File: src/rtl/apb4_pkg.sv
// Shared types and address decode for the APB4 register-array completer.
package apb4_pkg;

  typedef enum logic [1:0] {IDLE, SETUP, ACCESS} state_t;

  // Geometry of the default 32-bit bus; instances with other widths derive
  // their own copies from DATA_WIDTH.
  localparam int BUS_DATA_WIDTH = 32;
  localparam int STRB_WIDTH     = BUS_DATA_WIDTH / 8;
  localparam int WORD_LSB       = $clog2(STRB_WIDTH);

  // Word index of a byte address.
  function automatic logic [31:0] word_index(input logic [31:0] addr,
                                             input int unsigned lsb);
    return addr >> lsb;
  endfunction

  // Out of range, misaligned, or (when enabled) a non-secure access to the
  // secure upper half of the word range.
  function automatic logic decode_err(input logic [31:0] addr,
                                      input int unsigned lsb,
                                      input int unsigned depth,
                                      input logic [2:0]  prot,
                                      input logic        prot_en);
    logic [31:0] idx;
    logic [31:0] low_mask;
    idx      = addr >> lsb;
    low_mask = (32'd1 << lsb) - 32'd1;
    return (idx >= depth) || ((addr & low_mask) != 32'd0) ||
           (prot_en && prot[1] && (idx >= depth / 2));
  endfunction

endpackage

File: src/rtl/apb4_slave_mem_if.sv
// APB4 bus bundle; signal names match the existing APB agent's pins.
interface apb4_slave_mem_if #(
  parameter int ADDR_WIDTH = 8,
  parameter int DATA_WIDTH = 32
) ();
  logic                    psel_i;
  logic                    penable_i;
  logic                    pwrite_i;
  logic [ADDR_WIDTH-1:0]   paddr_i;
  logic [DATA_WIDTH-1:0]   pwdata_i;
  logic [DATA_WIDTH/8-1:0] pstrb_i;
  logic [2:0]              pprot_i;
  logic [DATA_WIDTH-1:0]   prdata_o;
  logic                    pready_o;
  logic                    pslverr_o;

  modport master (
    output psel_i, penable_i, pwrite_i, paddr_i, pwdata_i, pstrb_i, pprot_i,
    input  prdata_o, pready_o, pslverr_o
  );

  modport slave (
    input  psel_i, penable_i, pwrite_i, paddr_i, pwdata_i, pstrb_i, pprot_i,
    output prdata_o, pready_o, pslverr_o
  );
endinterface

File: src/rtl/apb4_byte_mem.sv
// DEPTH x DATA_WIDTH word array split into byte lanes: async clear,
// per-byte write enables, asynchronous read port.
module apb4_byte_mem #(
  parameter int DATA_WIDTH = 32,
  parameter int DEPTH      = 64,
  parameter int IDX_W      = 6
) (
  input  logic                    clk,
  input  logic                    rst_n,
  input  logic                    we,
  input  logic [DATA_WIDTH/8-1:0] wstrb,
  input  logic [IDX_W-1:0]        waddr,
  input  logic [DATA_WIDTH-1:0]   wdata,
  input  logic [IDX_W-1:0]        raddr,
  output logic [DATA_WIDTH-1:0]   rdata
);

  localparam int NUM_BYTES = DATA_WIDTH / 8;

  for (genvar b = 0; b < NUM_BYTES; b++) begin : g_lane
    logic [7:0] lane [DEPTH];

    // One byte lane: cleared on reset, written only when its strobe is set.
    always_ff @(posedge clk or negedge rst_n) begin
      if (!rst_n) begin
        for (int i = 0; i < DEPTH; i++) lane[i] <= '0;
      end else if (we && wstrb[b]) begin
        lane[waddr] <= wdata[b*8 +: 8];
      end
    end

    assign rdata[b*8 +: 8] = lane[raddr];
  end

endmodule

File: src/rtl/apb4_slave_mem.sv
// APB4 completer: word-addressed memory with byte strobes, WAIT_STATES
// wait cycles, range/alignment error response.
// Optional: define APB_PROT_CHECK_EN to make the upper half of the word
// range secure-only (pprot_i[1]=1 there -> error, no write, zero data).
module apb4_slave_mem
  import apb4_pkg::*;
#(
  parameter int ADDR_WIDTH  = 8,
  parameter int DATA_WIDTH  = 32,
  parameter int DEPTH       = 64,
  parameter int WAIT_STATES = 0
) (
  input  logic             pclk_i,
  input  logic             presetn_i,
  apb4_slave_mem_if.slave  bus
);

  localparam int STRB_W = DATA_WIDTH / 8;
  localparam int LSB    = $clog2(STRB_W);
  localparam int IDX_W  = (DEPTH > 1) ? $clog2(DEPTH) : 1;
`ifdef APB_PROT_CHECK_EN
  localparam logic PROT_EN = 1'b1;
`else
  localparam logic PROT_EN = 1'b0;
`endif

  state_t                state;
  state_t                phase;
  logic [3:0]            wait_cnt;
  logic                  write_q;
  logic                  err_q;
  logic [IDX_W-1:0]      idx_q;
  logic [DATA_WIDTH-1:0] wdata_q;
  logic [STRB_W-1:0]     strb_q;
  logic [DATA_WIDTH-1:0] rdata_q;

  logic [ADDR_WIDTH-1:0] paddr;
  logic [31:0]           addr_ext;
  logic                  setup_err;
  logic [IDX_W-1:0]      setup_idx;
  logic [DATA_WIDTH-1:0] mem_rdata;
  logic                  pready;
  logic                  complete;
  logic                  commit;

  assign paddr     = bus.paddr_i;
  assign addr_ext  = 32'(paddr);
  assign setup_err = decode_err(addr_ext, LSB, DEPTH, bus.pprot_i, PROT_EN);
  assign setup_idx = IDX_W'(word_index(addr_ext, LSB));

  // The SETUP phase is exactly the bus cycle showing psel & !penable while
  // idle; decoding it from the bus instead of registering it keeps the
  // zero-wait transfer at two cycles.
  assign phase = (state == IDLE && bus.psel_i && !bus.penable_i) ? SETUP : state;

  assign pready   = (state == ACCESS) && (wait_cnt == 4'd0);
  assign complete = (state == ACCESS) && bus.psel_i && bus.penable_i && pready;
  assign commit   = complete && write_q && !err_q;

  apb4_byte_mem #(
    .DATA_WIDTH (DATA_WIDTH),
    .DEPTH      (DEPTH),
    .IDX_W      (IDX_W)
  ) u_mem (
    .clk   (pclk_i),
    .rst_n (presetn_i),
    .we    (commit),
    .wstrb (strb_q),
    .waddr (idx_q),
    .wdata (wdata_q),
    .raddr (setup_idx),
    .rdata (mem_rdata)
  );

  // Transfer FSM: capture the request in SETUP, count wait states in ACCESS.
  always_ff @(posedge pclk_i or negedge presetn_i) begin
    if (!presetn_i) begin
      state    <= IDLE;
      wait_cnt <= '0;
      write_q  <= 1'b0;
      err_q    <= 1'b0;
      idx_q    <= '0;
      wdata_q  <= '0;
      strb_q   <= '0;
      rdata_q  <= '0;
    end else begin
      case (phase)
        SETUP: begin
          state    <= ACCESS;
          write_q  <= bus.pwrite_i;
          err_q    <= setup_err;
          idx_q    <= setup_idx;
          wdata_q  <= bus.pwdata_i;
          strb_q   <= bus.pstrb_i;
          wait_cnt <= 4'(WAIT_STATES);
          rdata_q  <= (!bus.pwrite_i && !setup_err) ? mem_rdata : '0;
        end
        ACCESS: begin
          if (wait_cnt != 4'd0) wait_cnt <= wait_cnt - 4'd1;
          // Completion needs penable high, so the next setup phase is
          // always picked up from IDLE on the following cycle.
          if (!bus.psel_i || complete) state <= IDLE;
        end
        default: state <= IDLE;
      endcase
    end
  end

  assign bus.pready_o  = pready;
  assign bus.pslverr_o = pready && err_q;
  assign bus.prdata_o  = (pready && !write_q && !err_q) ? rdata_q : '0;

endmodule

File: src/flat_wrapper.sv
// flat-port wrapper written by rule: the top's interface ports become plain ports
module apb4_slave_mem_flat import apb4_pkg::*;
#(
  parameter int ADDR_WIDTH  = 8,
  parameter int DATA_WIDTH  = 32,
  parameter int DEPTH       = 64,
  parameter int WAIT_STATES = 0
)
  (pclk_i, presetn_i, bus_psel_i, bus_penable_i, bus_pwrite_i, bus_paddr_i, bus_pwdata_i, bus_pstrb_i, bus_pprot_i, bus_prdata_o, bus_pready_o, bus_pslverr_o);
  apb4_slave_mem_if #(.ADDR_WIDTH(ADDR_WIDTH), .DATA_WIDTH(DATA_WIDTH)) bus_i ();
  input  logic pclk_i;
  input  logic presetn_i;
  input wire logic [$bits(bus_i.psel_i)-1:0] bus_psel_i;
  input wire logic [$bits(bus_i.penable_i)-1:0] bus_penable_i;
  input wire logic [$bits(bus_i.pwrite_i)-1:0] bus_pwrite_i;
  input wire logic [$bits(bus_i.paddr_i)-1:0] bus_paddr_i;
  input wire logic [$bits(bus_i.pwdata_i)-1:0] bus_pwdata_i;
  input wire logic [$bits(bus_i.pstrb_i)-1:0] bus_pstrb_i;
  input wire logic [$bits(bus_i.pprot_i)-1:0] bus_pprot_i;
  output wire logic [$bits(bus_i.prdata_o)-1:0] bus_prdata_o;
  output wire logic [$bits(bus_i.pready_o)-1:0] bus_pready_o;
  output wire logic [$bits(bus_i.pslverr_o)-1:0] bus_pslverr_o;
  assign bus_i.psel_i = bus_psel_i;
  assign bus_i.penable_i = bus_penable_i;
  assign bus_i.pwrite_i = bus_pwrite_i;
  assign bus_i.paddr_i = bus_paddr_i;
  assign bus_i.pwdata_i = bus_pwdata_i;
  assign bus_i.pstrb_i = bus_pstrb_i;
  assign bus_i.pprot_i = bus_pprot_i;
  assign bus_prdata_o = bus_i.prdata_o;
  assign bus_pready_o = bus_i.pready_o;
  assign bus_pslverr_o = bus_i.pslverr_o;
  apb4_slave_mem #(.ADDR_WIDTH(ADDR_WIDTH), .DATA_WIDTH(DATA_WIDTH), .DEPTH(DEPTH), .WAIT_STATES(WAIT_STATES)) u_core (.pclk_i(pclk_i), .presetn_i(presetn_i), .bus(bus_i));
endmodule
File: config.mk
export PLATFORM = sky130hd
export DESIGN_NAME = apb4_slave_mem_flat
export DESIGN_NICKNAME = d
export VERILOG_FILES = /design/src/rtl/apb4_pkg.sv /design/src/rtl/apb4_slave_mem_if.sv /design/src/rtl/apb4_byte_mem.sv /design/src/rtl/apb4_slave_mem.sv /design/src/flat_wrapper.sv
export SDC_FILE = /design/constraint.sdc
export NUM_CORES = 2
export LEC_CHECK = 0
export ABC_AREA = 1
export CAP_MARGIN = 5
export CELL_PAD_IN_SITES_DETAIL_PLACEMENT = 0
export CELL_PAD_IN_SITES_GLOBAL_PLACEMENT = 2
export CORE_UTILIZATION = 40
export CTS_CLUSTER_SIZE = 8
export DETAILED_ROUTE_END_ITERATION = 7
export PLACE_DENSITY = 0.93
export SYNTH_ARGS = -nofsm -noshare
export SYNTH_HDL_FRONTEND = slang
export SYNTH_SLANG_ARGS = --single-unit
File: constraint.sdc
create_clock -name pclk_i -period 3 [get_ports pclk_i]
set_input_delay 0.75 -clock pclk_i [delete_from_list [all_inputs] [get_ports pclk_i]]
set_output_delay 0.75 -clock pclk_i [all_outputs]
set_load 0.02 [all_outputs]
# Word level (Yosys, flattened, before mapping)
# Index checks and enable logic that the tools add are counted.
# W data, S select, Z words.
dict set report totals {
  register_bits 2130
  inputBits 52
  output_inout_bits 34
  wordCells 332
}
dict set report classes {
  n_addsub 1
  n_lt_le_gt_ge 4
  eq_ne 5
  muxes 25
  n_bitwise 2
  reduce_logical 31
}
# operator count
set op_table {}
lappend op_table {{$bwmux W512} 4}
lappend op_table {{$bmux W8 S6} 4}
lappend op_table {{$mux W8} 9}
lappend op_table {{$mux W32} 2}
lappend op_table {{$demux W8 S6} 1}
lappend op_table {{$reduce_bool A32 Y1} 1}
lappend op_table {{$logic_and A1 B1 Y1} 17}
lappend op_table {{$ge A7 B7 Y1 const B} 2}
lappend op_table {{$not A6 Y7} 2}
lappend op_table {{$pmux W4 S2} 1}
lappend op_table {{$ge A6 B7 Y1 const B} 1}
lappend op_table {{$lt A7 B1 Y1 const B} 1}
lappend op_table {{$logic_not A1 Y1} 6}
lappend op_table {{$eq A2 B2 Y1 const B} 2}
lappend op_table {{$logic_not A4 Y1} 1}
lappend op_table {{$mux W2} 2}
lappend op_table {{$mux W4} 1}
lappend op_table {{$ne A2 B1 Y1 const B} 2}
lappend op_table {{$pmux W2 S2} 1}
lappend op_table {{$reduce_bool A4 Y1} 1}
lappend op_table {{$sub A4 B1 Y4 const B} 1}
lappend op_table {{$eq A2 B1 Y1 const B} 1}
lappend op_table {{$logic_not A2 Y1} 1}
lappend op_table {{$logic_or A1 B1 Y1} 2}
lappend op_table {{2 further kinds} 2}

# Longest topological paths before layout
dict set report logic_depth {
  ltp_word 7
  depth_mapped 15
  depth_no_buf 11
}

# Modules after synthesis
# Synthesis repeated with hierarchy kept, for this count alone.
dict set report hier_totals {
  cells_unflattened 11993
  hier_area_um2 96139.7
}
# module instances cells_per_inst area_each_um2
set by_module_without_submodules {}
lappend by_module_without_submodules {apb4_byte_mem 1 11591 92540.0}
lappend by_module_without_submodules {apb4_slave_mem 1 402 3599.7}

# Worst setup path before layout
# OpenSTA, ideal clock, no wires.
dict set report synth_path {
  path_type {reg-to-output}
  from {reg u_core.wait_cnt[0]}
  to {out bus_prdata_o[0]}
  arrival_time_ns 1.859
  t_required_ns 2.250
  slack_ns 0.391
  stages_incl_launch_ff 8
  path_buffers 1
  path_cell_list {dfrtp_1 > inv_1 > ha_1 > nand3_1 > nor2_1 > nand3_1 > clkbuf_1 > nor2_1}
}
dict set report synth_between {
  elab_chain_len 5
}
# element line
set synth_rtl {}
lappend synth_rtl {{start: declaration} apb4_slave_mem.sv:29} ;# logic [3:0] wait_cnt;
lappend synth_rtl {{start signal: assignment} apb4_slave_mem.sv:95} ;# wait_cnt <= 4'(WAIT_STATES);
lappend synth_rtl {{start signal: assignment} apb4_slave_mem.sv:99} ;# if (wait_cnt != 4'd0) wait_cnt <= wait_cnt - 4'd1;
lappend synth_rtl {{$logic_not A4 Y1} apb4_slave_mem.sv:56} ;# assign pready = (state == ACCESS) && (wait_cnt == 4'd0);
lappend synth_rtl {{$logic_and A1 B1 Y1} apb4_slave_mem.sv:56}
lappend synth_rtl {{named net bus_pready_o} flat_wrapper.sv:21} ;# output wire logic [$bits(bus_i.pready_o)-1:0] bus_pready_o;
lappend synth_rtl {{$logic_and A1 B1 Y1 (2 in series)} apb4_slave_mem.sv:111} ;# assign bus.prdata_o = (pready && !write_q && !err_q) ? rdata_q : '0;
lappend synth_rtl {{$mux W32} apb4_slave_mem.sv:111}
lappend synth_rtl {{end: declaration} flat_wrapper.sv:20} ;# output wire logic [$bits(bus_i.prdata_o)-1:0] bus_prdata_o;
# The timed path passes the listed nets, and every way through them passes these cells.

# Worst setup path in the final report
dict set report layout_path {
  from {reg u_core.wait_cnt[0]}
  to {out bus_prdata_o[9]}
}
dict set report layout_between {
  elab_chain_len 5
}
# element line
set layout_rtl {}
lappend layout_rtl {{$logic_not A4 Y1} apb4_slave_mem.sv:56}
lappend layout_rtl {{$logic_and A1 B1 Y1} apb4_slave_mem.sv:56}
lappend layout_rtl {{$logic_and A1 B1 Y1 (2 in series)} apb4_slave_mem.sv:111}
lappend layout_rtl {{$mux W32} apb4_slave_mem.sv:111}
# Every way passes these cells.

==> impl_metrics.csv <==
group,metric,value,unit
outcome,status,"finished with violations",
outcome,violations,"design-rule violations, negative setup slack",
worst_setup_path,crit_slowest_cell,"dfrtp_1",
worst_setup_path,regToRegSetupSlack,480,ps
floorplan,start_util,40.35,%
power_and_ir_drop,leakage,50.27,nW
worst_setup_path,end_kind,"output port",
place,dp_hpwl,212500,µm
global_route,track_usage,27.37,%
floorplan,fp.dieArea,245300,µm²
yosys,netlist.area_leader.share,54.74,%
global_route,grt_pass1_vias,81740,
yosys,synth_area,97330,µm²
global_route,antenna_found_initial,7,
route,ant_nets,0,
clock_network,cts-root-buf,"clkbuf_16",
timing,fin_hold_ws,372.3,ps
yosys,synth_area_leader_cell,"dfrtp_1",
power_and_ir_drop,p_seq_share,43.2,%
timing,max_freq,0.3066,GHz
place,detailed_place.area,104400,µm²
finish,fin_nets,12370,
worst_setup_path,worstPathMaxFanout,16,
yosys,synth_seq_cells,2129,
yosys,yosysSeqAreaShare,54.74,%
yosys,synth_ff_type,"dfrtp_1",
job,cap_viol_max_count,0,
power_and_ir_drop,combinationalPowerShare,10.8,%
route,drcViolationCount,2,
global_route,grt_start_max_net_pins,111,
yosys,synth.most_common_cell,"nand2_1",
route,drt-initial-drc-count,10480,
timing,worst_slew_pin_slew,1001,ps
place,routabilityCongestion,0.9357,
power_and_ir_drop,internal-power,49.50,mW
global_route,grt_overflow_total,0,
worst_setup_path,required,2250,ps
timing,rsz0062_at_grt,"true",
worst_setup_path,worstSetupStartpointType,"flop",
power_and_ir_drop,clockPowerShare,46.0,%
floorplan,die_x,495.3,µm
route,routed_wl,336000,µm
clock_network,numCtsBuffers,316,
power_and_ir_drop,powerDensity,598.6,nW/µm²
timing,drv_slew,0,
yosys,ys_warn_count,0,
timing,setup_viol,32,
clock_network,ctsHtreeMaxLevel,5,
route,vias,86620,
yosys,ys_types,18,
finish,drive_above_1_share,9.296,%
worst_setup_path,crit_chain,"inv_2 > ha_4 > nand3_4 > nor2_4 > nand3_4 > buf_12 > buf_16 > nor2_2 > buf_4",
floorplan,die_h,495.3,µm
yosys,syn_nets,12320,
place,port_buffers,82,
route,vias_per_cell,5.578,
worst_setup_path,worstPathArrival,2510,ps
yosys,synth_compound_area_share,10.76,%
power_and_ir_drop,peakVddDrop,0.5547,mV
route,dr.pass1.iters,8,
timing,period_share,108.7,%
floorplan,core_area,241200,µm²
timing,layout_setup_ws,-262.0,ps
timing,hold_violations,0,
finish,syn2layout_area_growth,16.10,%
yosys,synth.top_cells.by_count,"nand2_1, dfrtp_1, o21ai_0, nand3_1, clkbuf_1",
power_and_ir_drop,netSwitchingFraction,26.81,%
clock_network,clkTransAtPathRegs,50,ps
yosys,synth_edf_count,0,
worst_setup_path,critPathMostFrequentCell,"nand3_4",
route,wl_per_cell,21.64,µm
power_and_ir_drop,switchingPower,18.14,mW
yosys,synth_xor_area_share,0,%
timing,slew_headroom,33.00,%
global_route,grt_first_pass_wirelength,514900,µm
timing,period_needed,3262,ps
timing,fin_skew,72.39,ps
worst_setup_path,cpPeakStageDelay,380,ps
clock_network,clock-sinks,2129,
finish,fin_util,46.85,%
clock_network,clk_latency,940,ps
yosys,syn-instance-count,12270,
yosys,synth-simple-area-share,29.88,%
yosys,synth_top_family_by_area,"simple AND/OR/NAND/NOR gates",
floorplan,rows,180,
clock_network,cts_buffer_depth,4,
worst_setup_path,path_class,"reg -> out",
yosys,async_flop_share,100.0,%
hold_path,min_path_type,"in -> reg",
yosys,synth.area.top_cells,"dfrtp_1, nand2_1, o21ai_0",
yosys,avgSynthCellArea,7.935,µm²
floorplan,num_io_pins,86,
yosys,synth_fa_ha_area_share,0.02571,%
finish,final_area,113000,µm²
clock_network,cts_tree,"built",
yosys,synthMuxAreaShare,0,%
worst paths after layout:
check | startpoint | to | cells after the start
worst min register to register | u_core.u_mem.g_lane[0].lane[1] | u_core.u_mem.g_lane[0].lane[1] | 2
worst max-delay path | u_core.wait_cnt[0] | bus_prdata_o[9] | 9
min in group asynchronous | presetn_i | u_core.u_mem.g_lane[3].lane[258] | 2
max in group asynchronous | presetn_i | u_core.u_mem.g_lane[1].lane[203] | 4
worst min-delay path | bus_pstrb_i[0] | u_core.strb_q[0] | 3
worst max register to register | u_core.idx_q[1] | u_core.u_mem.g_lane[3].lane[5] | 7
power groups by stage:
stage                     clock network (mW)  registers [mW]  logic, mW
after global routing                    32.7            29.2       7.84
final                                   31.1            29.2       7.31
after floorplan                            0            29.6       3.39
after global placement                     0            29.7       7.04
after detailed placement                   0            29.7       7.11
after CTS                               31.6            29.2       7.28
cells in the final DEF (no fill, tap or decap), types with 2 or more instances in the layout:
cell type | synthesis | layout
nand2_1 | 4895 | 4895
nor2_1 | 101 | 70
nor2_4 | 0 | 20
diode_2 | 0 | 3
clkinv_8 | 0 | 3
buf_12 | 0 | 121
buf_16 | 0 | 4
dfrtp_1 | 2129 | 2125
dfrtp_2 | 0 | 3
inv_6 | 0 | 3
inv_2 | 3 | 37
nor3_2 | 0 | 2
nand3_4 | 40 | 42
clkbuf_1 | 715 | 6
buf_2 | 156 | 2
o21ai_0 | 2090 | 2090
inv_1 | 83 | 45
a21oi_1 | 2 | 2
nor2_2 | 0 | 11
nand3_1 | 1914 | 1912
nor3_1 | 5 | 3
inv_8 | 0 | 3
clkbuf_16 | 0 | 324
clkdlybuf4s50_1 | 0 | 41
buf_6 | 25 | 29
buf_4 | 3 | 533
buf_8 | 0 | 3
state kept, by name, indices dropped and copies added, names as in the netlist:
signal                    count
u_core.state                  1
u_core.u_mem.g_lane.lane   2048
u_core.write_q                1
u_core.rdata_q               32
u_core.wait_cnt               4
u_core.strb_q                 4
u_core.wdata_q               32
u_core.err_q                  1
u_core.idx_q                  6
stage by stage:
step / setup TNS [ps] / setup WS (ps) / power, mW / cells
2_1_floorplan: 0 / 390.6 / 32.98 / 12270
3_3_place_gp: 0 / 13.96 / 36.71 / 15180
3_5_place_dp: -105.7 / -28.83 / 36.78 / 15180
4_1_cts: -8256 / -310.9 / 68.13 / 15520
5_1_grt: -9181 / -319.7 / 69.78 / 15530
6_report: -6482 / -262.0 / 67.64 / 15530
logic make-up after synthesis:
group / count (synthesis)
AND/OR/NAND/NOR: 6957
flip-flops: 2129
AO/OA/AOI/OAI: 2092
buffers and inverters: 1086
adder cells (fa/ha/maj): 2
area by class of cell:
class	instances	area [µm²]
flip-flops and latches	2129	53280
well taps	3185	3985
repair buffers	735	7345
diodes	3	7.507
clock inverters	7	80.08
inverters	86	347.8
clock buffers	331	8144
multi-input cells	9051	39810
fillers	23240	128200
what timing repair did:
item	in CTS	in global routing
endpoints found under the setup margin	34	34
endpoints found under the hold margin	22	0
hold buffers	1	0
gates resized for setup	241	16
cloned	2	0
pin swaps	5	5
setup buffers	4	2
worst max-delay path, delay by kind of cell (launching register included):
kind,cells,cell delay (ps)
simple gates,4,420
buf+inv,4,600
flops,1,380
fa+ha+maj,1,140
per-layer routing:
metal / share of wire [%] / track usage [%]
met2: 44 / 40.84
met4: 4.4 / 11.17
met1: 44 / 39.27
met3: 8.1 / 4.718
met5: 0.035 / 0
(Power assumes the default switching activity.)
